==> config.mk <==
export PLATFORM = sky130hd
export DESIGN_NAME = hdmi_rx_axis
export DESIGN_NICKNAME = d
export VERILOG_FILES = /design/src/rtl/hdmi_rx_axis.sv
export SDC_FILE = /design/constraint.sdc
export NUM_CORES = 1
export LEC_CHECK = 0
export BUFFER_PORTS_ARGS = -buffer_cell sky130_fd_sc_hd__clkbuf_2
export CAP_MARGIN = 20
export CORE_UTILIZATION = 61
export CTS_CLUSTER_DIAMETER = 60
export DETAILED_ROUTE_END_ITERATION = 12
export PLACE_DENSITY = 0.77
export SYNTH_ARGS = -nofsm -noshare
export SYNTH_HDL_FRONTEND = slang
export SYNTH_SLANG_ARGS = --single-unit
==> constraint.sdc <==
create_clock -name clk -period 4.48 [get_ports clk]
set_input_delay 0.448 -clock clk [delete_from_list [all_inputs] [get_ports clk]]
set_output_delay 0.448 -clock clk [all_outputs]
set_load 0.02 [all_outputs]
==> src/rtl/hdmi_rx_axis.sv <==
// Pixel-bus receiver that repacks 24-bit RGB into a 32-bit AXI4-Stream video stream.
// Latency: one pixel of lookahead plus one clk via the FWFT FIFO; tready stalls hold the head word and overflow drops to frame end.
module hdmi_rx_axis #(
    parameter int FIFO_DEPTH = 16,
    parameter bit VS_POL     = 1'b1
) (
    input  logic        clk,
    input  logic        rstn,
    input  logic        pix_ce,
    input  logic        vsync,
    input  logic        de,
    input  logic [23:0] pix_data,
    output logic [31:0] m_axis_video_tdata,
    output logic        m_axis_video_tvalid,
    input  logic        m_axis_video_tready,
    output logic        m_axis_video_tuser,
    output logic        m_axis_video_tlast,
    output logic        overflow,
    input  logic        clr_ovf,
    output logic [11:0] line_len,
    output logic [11:0] frame_lines
);

    localparam int AW = $clog2(FIFO_DEPTH);
    localparam int CW = AW + 1;

    typedef enum logic [1:0] {WAIT_SOF, ACTIVE, DROP} state_t;

    state_t        state_q, state_d;
    logic          vs_prev_q, vs_prev_d;
    logic          hold_vld_q, hold_vld_d;
    logic [23:0]   hold_dat_q, hold_dat_d;
    logic          sof_pend_q, sof_pend_d;
    logic          overflow_q, overflow_d;
    logic [11:0]   pix_cnt_q, pix_cnt_d;
    logic [11:0]   line_cnt_q, line_cnt_d;
    logic [11:0]   line_len_q, line_len_d;
    logic [11:0]   frame_lines_q, frame_lines_d;
    logic [AW-1:0] wr_ptr_q, wr_ptr_d;
    logic [AW-1:0] rd_ptr_q, rd_ptr_d;
    logic [CW-1:0] cnt_q, cnt_d;

    logic [33:0]   fifo_mem [FIFO_DEPTH];
    logic [33:0]   rd_word;

    logic vs_act, vs_rise;
    logic fifo_vld, fifo_full, pop;
    logic push_req, push, push_last, ovf_evt;

    function automatic logic [11:0] sat_inc(input logic [11:0] v);
        return (v == 12'hFFF) ? v : v + 12'd1;
    endfunction

    function automatic logic [31:0] pack_rgb(input logic [23:0] p);
        return {2'b00, p[23:16], 2'b00, p[15:8], 2'b00, p[7:0], 2'b00};
    endfunction

    always_comb begin
        vs_act    = (vsync == VS_POL);
        vs_rise   = pix_ce && vs_act && !vs_prev_q;
        fifo_vld  = (cnt_q != '0);
        fifo_full = (cnt_q == CW'(FIFO_DEPTH));
        pop       = fifo_vld && m_axis_video_tready;

        // The held pixel goes out on every strobe; it closes the line when de drops or a frame starts.
        push_req  = pix_ce && (state_q == ACTIVE) && hold_vld_q;
        push_last = vs_rise || !de;
        ovf_evt   = push_req && fifo_full && !pop;
        push      = push_req && !ovf_evt;

        state_d       = state_q;
        vs_prev_d     = vs_prev_q;
        hold_vld_d    = hold_vld_q;
        hold_dat_d    = hold_dat_q;
        sof_pend_d    = sof_pend_q;
        pix_cnt_d     = pix_cnt_q;
        line_cnt_d    = line_cnt_q;
        line_len_d    = line_len_q;
        frame_lines_d = frame_lines_q;

        if (pix_ce) begin
            vs_prev_d = vs_act;
            if (ovf_evt) begin
                state_d   = DROP;
                pix_cnt_d = '0;
            end
            if (push) begin
                sof_pend_d = 1'b0;
                if (push_last) begin
                    line_len_d = sat_inc(pix_cnt_q);
                    pix_cnt_d  = '0;
                    line_cnt_d = sat_inc(line_cnt_q);
                end else begin
                    pix_cnt_d  = sat_inc(pix_cnt_q);
                end
            end
            // A frame only counts as complete if it was received without a drop.
            if (vs_rise) begin
                if (state_q == ACTIVE) begin
                    frame_lines_d = line_cnt_d;
                end
                state_d    = ACTIVE;
                sof_pend_d = 1'b1;
                line_cnt_d = '0;
                pix_cnt_d  = '0;
            end
            hold_vld_d = (state_d == ACTIVE) && de;
            if (de) begin
                hold_dat_d = pix_data;
            end
        end

        overflow_d = ovf_evt || (overflow_q && !clr_ovf);

        wr_ptr_d = wr_ptr_q + AW'(push);
        rd_ptr_d = rd_ptr_q + AW'(pop);
        cnt_d    = cnt_q + CW'(push) - CW'(pop);
    end

    always_ff @(posedge clk or negedge rstn) begin
        if (!rstn) begin
            state_q       <= WAIT_SOF;
            vs_prev_q     <= 1'b0;
            hold_vld_q    <= 1'b0;
            hold_dat_q    <= '0;
            sof_pend_q    <= 1'b0;
            overflow_q    <= 1'b0;
            pix_cnt_q     <= '0;
            line_cnt_q    <= '0;
            line_len_q    <= '0;
            frame_lines_q <= '0;
            wr_ptr_q      <= '0;
            rd_ptr_q      <= '0;
            cnt_q         <= '0;
        end else begin
            state_q       <= state_d;
            vs_prev_q     <= vs_prev_d;
            hold_vld_q    <= hold_vld_d;
            hold_dat_q    <= hold_dat_d;
            sof_pend_q    <= sof_pend_d;
            overflow_q    <= overflow_d;
            pix_cnt_q     <= pix_cnt_d;
            line_cnt_q    <= line_cnt_d;
            line_len_q    <= line_len_d;
            frame_lines_q <= frame_lines_d;
            wr_ptr_q      <= wr_ptr_d;
            rd_ptr_q      <= rd_ptr_d;
            cnt_q         <= cnt_d;
        end
    end

    always_ff @(posedge clk) begin
        if (push) begin
            fifo_mem[wr_ptr_q] <= {sof_pend_q, push_last, pack_rgb(hold_dat_q)};
        end
    end

    // Storage is not reset, so the outputs are masked to zero whenever the FIFO is empty.
    assign rd_word             = fifo_mem[rd_ptr_q];
    assign m_axis_video_tvalid = fifo_vld;
    assign m_axis_video_tdata  = fifo_vld ? rd_word[31:0] : '0;
    assign m_axis_video_tlast  = fifo_vld && rd_word[32];
    assign m_axis_video_tuser  = fifo_vld && rd_word[33];
    assign overflow            = overflow_q;
    assign line_len            = line_len_q;
    assign frame_lines         = frame_lines_q;

endmodule

==> results_dict.tcl, run 1 <==
set metrics [dict create \
    fillers 1994 \
    setup_viol 0 \
    die-area_mm2 0.0339 \
    p_leak_nw 7.81 \
    wl_met3_um 3320 \
    clk_path_buf_depth 3 \
    cts_tree "yes" \
    viasPerCell 6.31 \
    critPathMaxFanout 27 \
    initial_core_util_pct 62.1 \
    r2r-start "cnt_q[2]" \
    worst_pin_slew_ns 1.13 \
    async_flop_share_pct 17.9 \
    finalCritPeriodShare_pct 81.3 \
    setup_ws_ns 0.837 \
    overflow 0 \
    synthDistinctLibCells 57 \
    drive_gt1_share_pct 30.3 \
    r2r_end "fifo_mem[7][16]" \
    wl_met2_um 21500 \
    grtUsageTotal_pct 25.6 \
    wl_met1_um 16500 \
    grt_pass1_wl_um 62700 \
    gp_congestion 0.831 \
    clkSinkCount 507 \
    synth_edf_count 416 \
    period_needed_ns 3.64 \
    vdd_ir_drop_max_v 0.000294 \
    reg2reg_slack_ns 1.49 \
    vias 10400 \
    syn_to_final_growth_pct 12.8 \
    crit_arrival_ns 3.19 \
    synth.yosys.seq_area_share_pct 72.9 \
    status "complete, no violations" \
    coreArea_mm2 0.0326 \
    root_buffer "clkbuf_16" \
    ys_ff_latch 507 \
    io_pins 91 \
    register_area_mm2 0.0148 \
    cp-start-kind "flop" \
    dpl.hpwl_um 23000 \
    synth_area_mm2 0.0203 \
    die_w_um 184 \
    antenna-diode-count 0 \
    rsz0062_at_grt "false" \
    worstSetupPathType "flop to output pin" \
    fin_worst_skew_ns 0.0220 \
    finalNetCount 1202 \
    dp_slack_ns 1.28 \
    die_h_um 184 \
    cts_setup_buffers 0 \
    reg2reg_depth 8 \
    hp-class "primary input to asynchronous set/reset pin" \
    hold_slack_ns 0.00143 \
    final_antenna_net_count 0 \
    path_clk_slew_ns 0.06 \
    drcViolationCount 0 \
    finalSetupTns_ns 0 \
    finalHoldViolCount 0 \
    slew_headroom_pct 24.8 \
    cts_buffers 50 \
    max_freq_ghz 0.275 \
    synthCells 1051 \
    synthFlopType "edfxtp_1" \
    ys.warnings.count 0 \
    cts_resized 0 \
    rows 66 \
    avgRoutedWirePerCell_um 25.7 \
    port_buffers 82 \
    top_layer "met4" \
    drt_pass1_iterations 4 \
    slew_viol_final 0 \
    htreeDepth 2 \
    drt-total-wl_um 42100 \
    critPathCaptureType "output pin" \
    grt_pass1_vias 10300 \
    synth_area_per_cell_um2 19.3 \
    critPathRequiredTime_ns 4.03 \
    maxCapViolCount 0 \
    grt_start_max_net_pins 59 \
    drtIter0Drc 853 \
    antenna_found_initial 0 \
    hold_buffers 0 \
    worst_skew_pair.late_latency_ns 0.56 \
    multiInputGateArea_mm2 0.00526 \
    power.density_mw_per_mm2 588 \
]
==> worst max path at each step <==
stage / start / to / slack [ns] / cells past startpoint
6_report: rd_ptr_q[0] / m_axis_video_tdata[24] / 0.84 / 5
2_1_floorplan: pix_ce / fifo_mem[0][0] / 0.75 / 6
4_1_cts: rd_ptr_q[0] / m_axis_video_tdata[24] / 0.77 / 5
3_3_place_gp: pix_ce / fifo_mem[1][13] / 1.34 / 5
5_1_grt: rd_ptr_q[0] / m_axis_video_tdata[24] / 0.69 / 5
3_5_place_dp: pix_ce / fifo_mem[7][15] / 1.28 / 7
==> layer usage <==
layer / vias to the layer above / GRT usage, %
met5: - / 0
met4: 0 / 6.33
met3: 57 / 5.28
met2: 435 / 42.9
met1: 5438 / 34.9
li1: 4421 / -
==> flip-flops by register name, indices dropped and copies added (netlist names) <==
name,count
pix_cnt_q,12
overflow,1
wr_ptr_q,4
frame_lines,12
line_cnt_q,12
cnt_q,5
line_len,12
rd_ptr_q,4
state_q,2
hold_vld_q,1
vs_prev_q,1
hold_dat_q,24
sof_pend_q,1
fifo_mem,416
==> layout by cell type, fill, tap and decap left out, types with 4 or more instances in the layout <==
cell type  Yosys  final
o211ai_1       4      4
clkinv_1       0      5
clkbuf_1      25     15
conb_1         1      8
nor3_2         2      6
edfxtp_1     416    416
xor2_1         6      6
nand3_1       13     13
ha_1          12     12
nor2b_1       28     28
clkbuf_2       0     81
nor2_1        40     27
o21ai_0        7      7
nor3_1        10      6
o31ai_1        5      5
clkbuf_16      0     50
buf_4          9     24
nand2b_1       6      6
mux2_2        26     26
clkinv_2       0      9
xnor2_1       15     15
a31oi_1        6      6
and2_1         4      4
inv_1         13     13
nand4_1        6      6
a21oi_1       24     24
mux4_2       130    130
clkbuf_8       0      9
and3_1         6      6
nand2_1       51     51
dfrtp_1       91     88
nor2_4         0     13
o21ai_1       27     27
==> cells in the mapped netlist, types with 5 or more instances <==
| master | count | area (um2) |
|---|---|---|
| nor3_1 | 10 | 50.1 |
| mux2_2 | 26 | 293 |
| edfxtp_1 | 416 | 12500 |
| nand2_1 | 51 | 191 |
| nor2b_1 | 28 | 175 |
| o31ai_1 | 5 | 37.5 |
| a21oi_1 | 24 | 120 |
| mux4_2 | 130 | 2930 |
| and3_1 | 6 | 37.5 |
| xor2_1 | 6 | 52.6 |
| o21ai_1 | 27 | 135 |
| ha_1 | 12 | 150 |
| buf_4 | 9 | 67.6 |
| nand2b_1 | 6 | 37.5 |
| inv_1 | 13 | 48.8 |
| buf_2 | 11 | 55.1 |
| nand4_1 | 6 | 37.5 |
| nand3_1 | 13 | 65.1 |
| buf_1 | 8 | 30.0 |
| xnor2_1 | 15 | 131 |
| dfrtp_1 | 91 | 2280 |
| buf_6 | 7 | 78.8 |
| a31oi_1 | 6 | 37.5 |
| clkbuf_1 | 25 | 93.8 |
| o21ai_0 | 7 | 35.0 |
| nor2_1 | 40 | 150 |
==> power by group <==
part	switching [mW]	internal, mW	total, mW
Sequential	0.527	5.51	6.04
Combinational	1.69	1.74	3.43
Clock	1.70	2.27	3.97
==> worst max-delay path, stage by stage, from the launching register on <==
cell and delay [ns]:
dfrtp_4 0.79, buf_4 0.43, mux4_2 0.56, mux4_2 0.52, nor2b_1 0.15, clkbuf_2 0.17
==> stage by stage <==
| step | utilization, % | cell area, um2 | cells | power (mW) |
|---|---|---|---|---|
| CTS | 70.0 | 22800 | 1639 | 13.5 |
| global route | 70.1 | 22900 | 1640 | 13.9 |
| finish | 70.1 | 22900 | 1640 | 13.4 |
| detailed placement | 65.2 | 21300 | 1547 | 9.56 |
| global placement | 65.1 | 21200 | 1546 | 9.48 |
| floorplan | - | 20300 | 1058 | 8.54 |
==> logic make-up after synthesis <==
family	synth area share, %
other	0.0185
muxes	16.0
and+or+nand+nor	4.52
xor gates and xnor gates	0.908
AOI/OAI and AO/OA	2.91
buffers and inverters	1.86
adders and majority gates	0.840
DFF	72.9
==> layout make-up <==
cell class / count / share of cell area, %
sequential: 507 / 64.7
multi-input combinational: 477 / 23.0
clock buffer: 74 / 6.26
timing repair buffer: 108 / 2.86
tap: 442 / 2.42
clock inverter: 18 / 0.569
inverter: 14 / 0.230
Note: power is estimated with default switching activity, not from simulation.
==> run 2, diff against run 1 <==
==> constraint.sdc (replaced) <==
create_clock -name clk -period 3.61 [get_ports clk]
set_input_delay 0.361 -clock clk [delete_from_list [all_inputs] [get_ports clk]]
set_output_delay 0.361 -clock clk [all_outputs]
set_load 0.02 [all_outputs]
==> run 2 against run 1 <==
  * Utilization up 0.99 points
  * Global-route usage grew 0.41 points
  * Critical path type unchanged
  * Largest power group unchanged
  * Sequential share of layout area shrank 0.90 points
==> results_dict.tcl, run 2 (synthesis gave the netlist of run 1 again) <==
set metrics [dict create \
    power.density_mw_per_mm2 738 \
    grt_pass1_vias 10600 \
    rsz0062_at_grt "false" \
    cts_setup_buffers 0 \
    initial_core_util_pct 62.1 \
    cts_buffers 50 \
    antenna-diode-count 0 \
    worstSetupPathType "flop to output pin" \
    fin_worst_skew_ns 0.0153 \
    finalCritPeriodShare_pct 93.0 \
    worst_skew_pair.late_latency_ns 0.56 \
    critPathMaxFanout 43 \
    post-route-util_pct 71.1 \
    p_leak_nw 7.96 \
    drive_gt1_share_pct 31.5 \
    critPathRequiredTime_ns 3.25 \
    finalNetCount 1215 \
    crit_buf_inv 2 \
    port_buffers 82 \
    regMostFlops "fifo_mem" \
    finalPower_mw 17.1 \
    cts_resized 0 \
    drtIter0Drc 653 \
    status "complete, no violations" \
    final_antenna_net_count 0 \
    max_stage_delay_ns 0.88 \
    die_h_um 184 \
    htreeDepth 2 \
    worst_pin_slew_ns 0.895 \
    setup_ws_ns 0.254 \
    slew_viol_final 0 \
    slew_headroom_pct 40.3 \
    drcViolationCount 0 \
    layout_commonest_cell "edfxtp_1" \
    critPathCaptureType "output pin" \
    root_buffer "clkbuf_16" \
    maxCapViolCount 0 \
    hold_slack_ns 0.0376 \
    finalHoldViolCount 0 \
    final_cells 1655 \
    clkSinkCount 507 \
    avgRoutedWirePerCell_um 25.4 \
    syn_to_final_growth_pct 14.4 \
    grt_start_max_net_pins 61 \
    biggestRegsByFlops "fifo_mem: 416 flops, hold_dat_q: 24 flops" \
    gp_congestion 0.826 \
    grt_pass1_wl_um 63600 \
    design_area_mm2 0.0232 \
    crit_family "flip-flops" \
    hp-class "primary input to flop" \
    period_needed_ns 3.36 \
    grtUsageTotal_pct 26.0 \
    placed_cells 1559 \
    cts_tree "yes" \
    layout_common_cells "edfxtp_1, mux4_2, dfrtp_1" \
    place_area_mm2 0.0215 \
    viasPerCell 6.22 \
    drt-total-wl_um 42100 \
    path_clk_slew_ns 0.06 \
    finalSetupTns_ns 0 \
    cp_slowest_cell "dfrtp_4" \
    drt_pass1_iterations 5 \
    die_w_um 184 \
    clk_path_buf_depth 3 \
    antenna_found_initial 0 \
    overflow 0 \
    io_pins 91 \
    largest_reg_flops 416 \
    dpl.hpwl_um 22600 \
    cp-start-kind "flop" \
    dp_slack_ns 0.642 \
    worstPathCellList "buf_12, mux4_2, mux4_2, nor2b_1, clkbuf_2" \
    vias 10300 \
    rows 66 \
    die-area_mm2 0.0339 \
    setup_viol 0 \
    cpMostUsedCell "mux4_2" \
    hold_buffers 2 \
    vdd_ir_drop_max_v 0.000446 \
    crit_arrival_ns 2.99 \
    coreArea_mm2 0.0326 \
    max_freq_ghz 0.298 \
]
-- run 2: worst register-to-register path, stage by stage, from the launching register on --
cell	delay [ns]
dfrtp_1	0.38
inv_1	0.08
ha_1	0.14
or3b_1	0.48
o21ai_2	0.48
ha_1	0.22
inv_1	0.04
ha_1	0.20
fa_1	0.43
a21oi_1	0.16
nor2_1	0.05
nor2_1	0.12
xnor2_1	0.12
-- run 2: area by class of cell --
type | count | area [um2]
multi-input combinational | 477 | 5270
clock inverter | 35 | 328
timing repair buffer | 121 | 823
clock buffer | 59 | 1380
fill | 1961 | 9440
inverter | 14 | 52.6
sequential | 507 | 14800
tap | 442 | 553
-- run 2: metal layers --
| layer | wire (um) | share of wire [%] | track usage (%) |
|---|---|---|---|
| met4 | 794 | 1.9 | 7.30 |
| met1 | 16400 | 39 | 35.0 |
| met3 | 2630 | 6.2 | 4.07 |
| met5 | 0 | 0 | 0 |
| met2 | 22200 | 53 | 44.7 |
-- run 2: where the power goes --
part	leakage, nW	switching, mW	internal [mW]
combinational	2.21	2.16	2.22
clock	0.844	2.14	3.16
sequential	4.91	0.583	6.84
-- run 2: worst paths after layout --
| kind | startpoint | end | slack (ns) | cells past startpoint |
|---|---|---|---|---|
| worst max-delay path | rd_ptr_q[1] | m_axis_video_tdata[27] | 0.25 | 5 |
| worst min-delay path | pix_data[13] | hold_dat_q[13] | 0.04 | 2 |
| worst max register to register | cnt_q[2] | cnt_q[4] | 0.64 | 12 |
| worst min register to register | frame_lines[3] | frame_lines[3] | 0.49 | 2 |
| max in group asynchronous | rstn | line_cnt_q[6] | 2.32 | 3 |
| min in group asynchronous | rstn | line_len[11] | 0.45 | 2 |
==> run 3, diff against run 2 <==
--- a/config.mk
+++ b/config.mk
@@ -5,6 +5,7 @@
 export SDC_FILE = /design/constraint.sdc
 export NUM_CORES = 1
 export LEC_CHECK = 0
+export ABC_AREA = 1
 export BUFFER_PORTS_ARGS = -buffer_cell sky130_fd_sc_hd__clkbuf_2
 export CAP_MARGIN = 20
 export CORE_UTILIZATION = 61
==> run 3 against run 2 <==
  * Combinational power up 28%
  * Maximum frequency is 5.1% higher
  * Critical endpoint is now m_axis_video_tdata[16]
  * Largest cell class unchanged
  * Register-to-register slack improved by 0.21 ns
  * Global-route usage up 2.7 points
  * Highest routed layer unchanged
  * Clock power fell by 4%
  * Area after synthesis is 1.9% higher
==> results_dict.tcl, run 3 <==
set metrics [dict create \
    syn_to_final_growth_pct 12.9 \
    synthXorXnorAreaFrac_pct 0.594 \
    drtIter0Drc 1352 \
    antenna_found_initial 0 \
    pwr-share-seq_pct 40.5 \
    clkSinkCount 507 \
    final_cells 2312 \
    p_clk_share_pct 28.4 \
    finalSetupTns_ns 0 \
    r2r-start "cnt_q[2]" \
    critPathMaxFanout 52 \
    fillers 2216 \
    async_flop_share_pct 17.9 \
    finalCritPeriodShare_pct 88.5 \
    initial_core_util_pct 61.7 \
    r2r_end "fifo_mem[11][4]" \
    layout_common_cells "nand2_1, edfxtp_1, nor2_1" \
    drt_pass1_iterations 5 \
    synth_adder_area_share_pct 0.824 \
    die_h_um 186 \
    cts_buffers 49 \
    io_pins 91 \
    synthFlopType "edfxtp_1" \
    synth.yosys.seq_area_share_pct 71.5 \
    critPathCaptureType "output pin" \
    crit_arrival_ns 2.83 \
    reg2reg_slack_ns 0.85 \
    layout_commonest_cell "nand2_1" \
    placed_cells 2219 \
    synth_area_mm2 0.0207 \
    synth_compound_gate_area_share_pct 7.89 \
    final_antenna_net_count 0 \
    status "complete, no violations" \
    worst_pin_slew_ns 1.02 \
    ys_ff_latch 507 \
    gp_congestion 0.861 \
    cp-start-kind "flop" \
    grt_pass1_vias 13800 \
    p_sw_share_pct 35.9 \
    dp_slack_ns 0.918 \
    grtUsageTotal_pct 28.7 \
    slew_viol_final 0 \
    hold_slack_ns 0.0337 \
    worstSetupPathType "flop to output pin" \
    fin_worst_skew_ns 0.0124 \
    reg2reg_depth 8 \
    setup_ws_ns 0.416 \
    overflow 0 \
    rsz0062_at_grt "false" \
    hold_start "pix_data[17]" \
    synth_top_area_share_pct 60.5 \
    yosys.area.top_type "edfxtp_1" \
    p_leak_nw 8.91 \
    biggestRegsByFlops "fifo_mem: 416 flops, hold_dat_q: 24 flops" \
    root_buffer "clkbuf_16" \
    grt_pass1_wl_um 74400 \
    die-area_mm2 0.0346 \
    yosys.area_share.simple_pct 13.5 \
    finalHoldViolCount 0 \
    synthDistinctLibCells 36 \
    grt_start_max_net_pins 132 \
    register_area_mm2 0.0148 \
    setup_viol 0 \
    yosysMostFrequentCell "nand2_1" \
    worstHoldEndpoint "hold_dat_q[17]" \
    drcViolationCount 0 \
    dpl.hpwl_um 27100 \
    htreeDepth 2 \
    synth_top_family_by_area "simple AND/OR/NAND/NOR gates" \
    finalPower_mw 18.0 \
    period_needed_ns 3.19 \
    path_clk_slew_ns 0.06 \
    cts_tree "yes" \
    antenna-diode-count 0 \
    synth_edf_count 416 \
    internal_power_mw 11.5 \
    synthCells 1739 \
    synth_area_leaders "edfxtp_1, dfrtp_1, nand2_1, o21ai_0, nor2_1" \
    ys.warnings.count 0 \
    vdd_ir_drop_max_v 0.000533 \
    port_buffers 82 \
    max_freq_ghz 0.313 \
    coreArea_mm2 0.0334 \
    multiInputGateArea_mm2 0.00539 \
    die_w_um 186 \
    p_comb_share_pct 31.1 \
    power.density_mw_per_mm2 771 \
    clk_path_buf_depth 3 \
    muxShareOfSynthArea_pct 2.57 \
    regMostFlops "fifo_mem" \
    maxCapViolCount 0 \
    holdPathStages 2 \
    rows 67 \
    viasPerCell 5.95 \
    cts_resized 0 \
    cts_setup_buffers 0 \
    largest_reg_flops 416 \
    slew_headroom_pct 31.8 \
    critPathRequiredTime_ns 3.25 \
    synth_common_cells "nand2_1, edfxtp_1, nor2_1" \
    finalNetCount 1868 \
    p_switching_mw 6.46 \
    hp-class "primary input to flop" \
    drive_gt1_share_pct 13.4 \
    avgRoutedWirePerCell_um 20.8 \
    drt-total-wl_um 48000 \
    worst_skew_pair.late_latency_ns 0.56 \
    synth_area_per_cell_um2 11.9 \
    vias 13700 \
]
## run 3: cell count changes in the layout (fill, tap and decap cells not counted), moves of 28 or more
cell and delta:
nand2_1 +372, nor2_1 +136, o21ai_0 +134, mux4_2 -130, a21oi_1 +85, o22ai_1 +51
inv_1 +35, nand3_1 +31, nor2b_1 -28
## run 3: cells by family after synthesis
logic type,after synthesis
muxes,50
adders and majority gates,13
AOI/OAI and AO/OA,312
DFF,507
buffers and inverters,146
xor gates and xnor gates,14
other,1
and+or+nand+nor,696
## run 3: how the worst max path moves through the flow
| stage | from | to | slack (ns) |
|---|---|---|---|
| after floorplan | cnt_q[3] | cnt_q[4] | 0.91 |
| after global placement | cnt_q[2] | fifo_mem[11][1] | 0.98 |
| after detailed placement | cnt_q[2] | fifo_mem[11][8] | 0.92 |
| after CTS | rd_ptr_q[0] | m_axis_video_tdata[16] | 0.44 |
| after global routing | rd_ptr_q[0] | m_axis_video_tdata[8] | 0.27 |
| final | rd_ptr_q[1] | m_axis_video_tdata[16] | 0.42 |
## run 3: layer usage
metal / vias to the layer above / track usage [%] / wire (um)
li1: 6272 / - / -
met1: 6677 / 36.9 / 18400
met2: 666 / 48.6 / 23700
met3: 131 / 5.09 / 4180
met4: 0 / 11.6 / 1720
met5: - / 0 / 0
## run 3: critical path, cell delays in order (launching register included)
cell and delay, ns:
dfrtp_2 0.53, inv_2 0.10, buf_4 0.53, o21ai_0 0.22, o22ai_1 0.17, nand2_1 0.07, nand2_1 0.09, nand2_1 0.05
nor2_1 0.26, clkbuf_2 0.23
## run 3: metrics by stage
| step | util, % | area, um2 |
|---|---|---|
| after detailed placement | 64.8 | 21700 |
| after global placement | 64.8 | 21700 |
| after floorplan | - | 20700 |
| final | 69.7 | 23300 |
| after CTS | 69.7 | 23300 |
| after global routing | 69.7 | 23300 |
## run 3: power by group through the flow
stage	combinational [mW]	clock, mW	sequential, mW
after CTS	5.56	5.15	7.28
after global placement	5.38	0	7.37
after global routing	6.11	5.38	7.33
final	5.59	5.11	7.28
after detailed placement	5.52	0	7.39
after floorplan	3.75	0	7.27
## run 3: layout make-up
cell class | instances | area share [%]
Tap cell | 448 | 2.40
Inverter | 55 | 0.896
Clock inverter | 16 | 0.585
Clock buffer | 75 | 6.40
Multi-Input combinational cell | 1093 | 23.1
Sequential cell | 507 | 63.4
Timing Repair Buffer | 118 | 3.22
## run 3: repair_timing
item,in CTS,in global routing
hold buffers,2,0
endpoints found under the hold margin,58,0
setup endpoints to repair,0,0
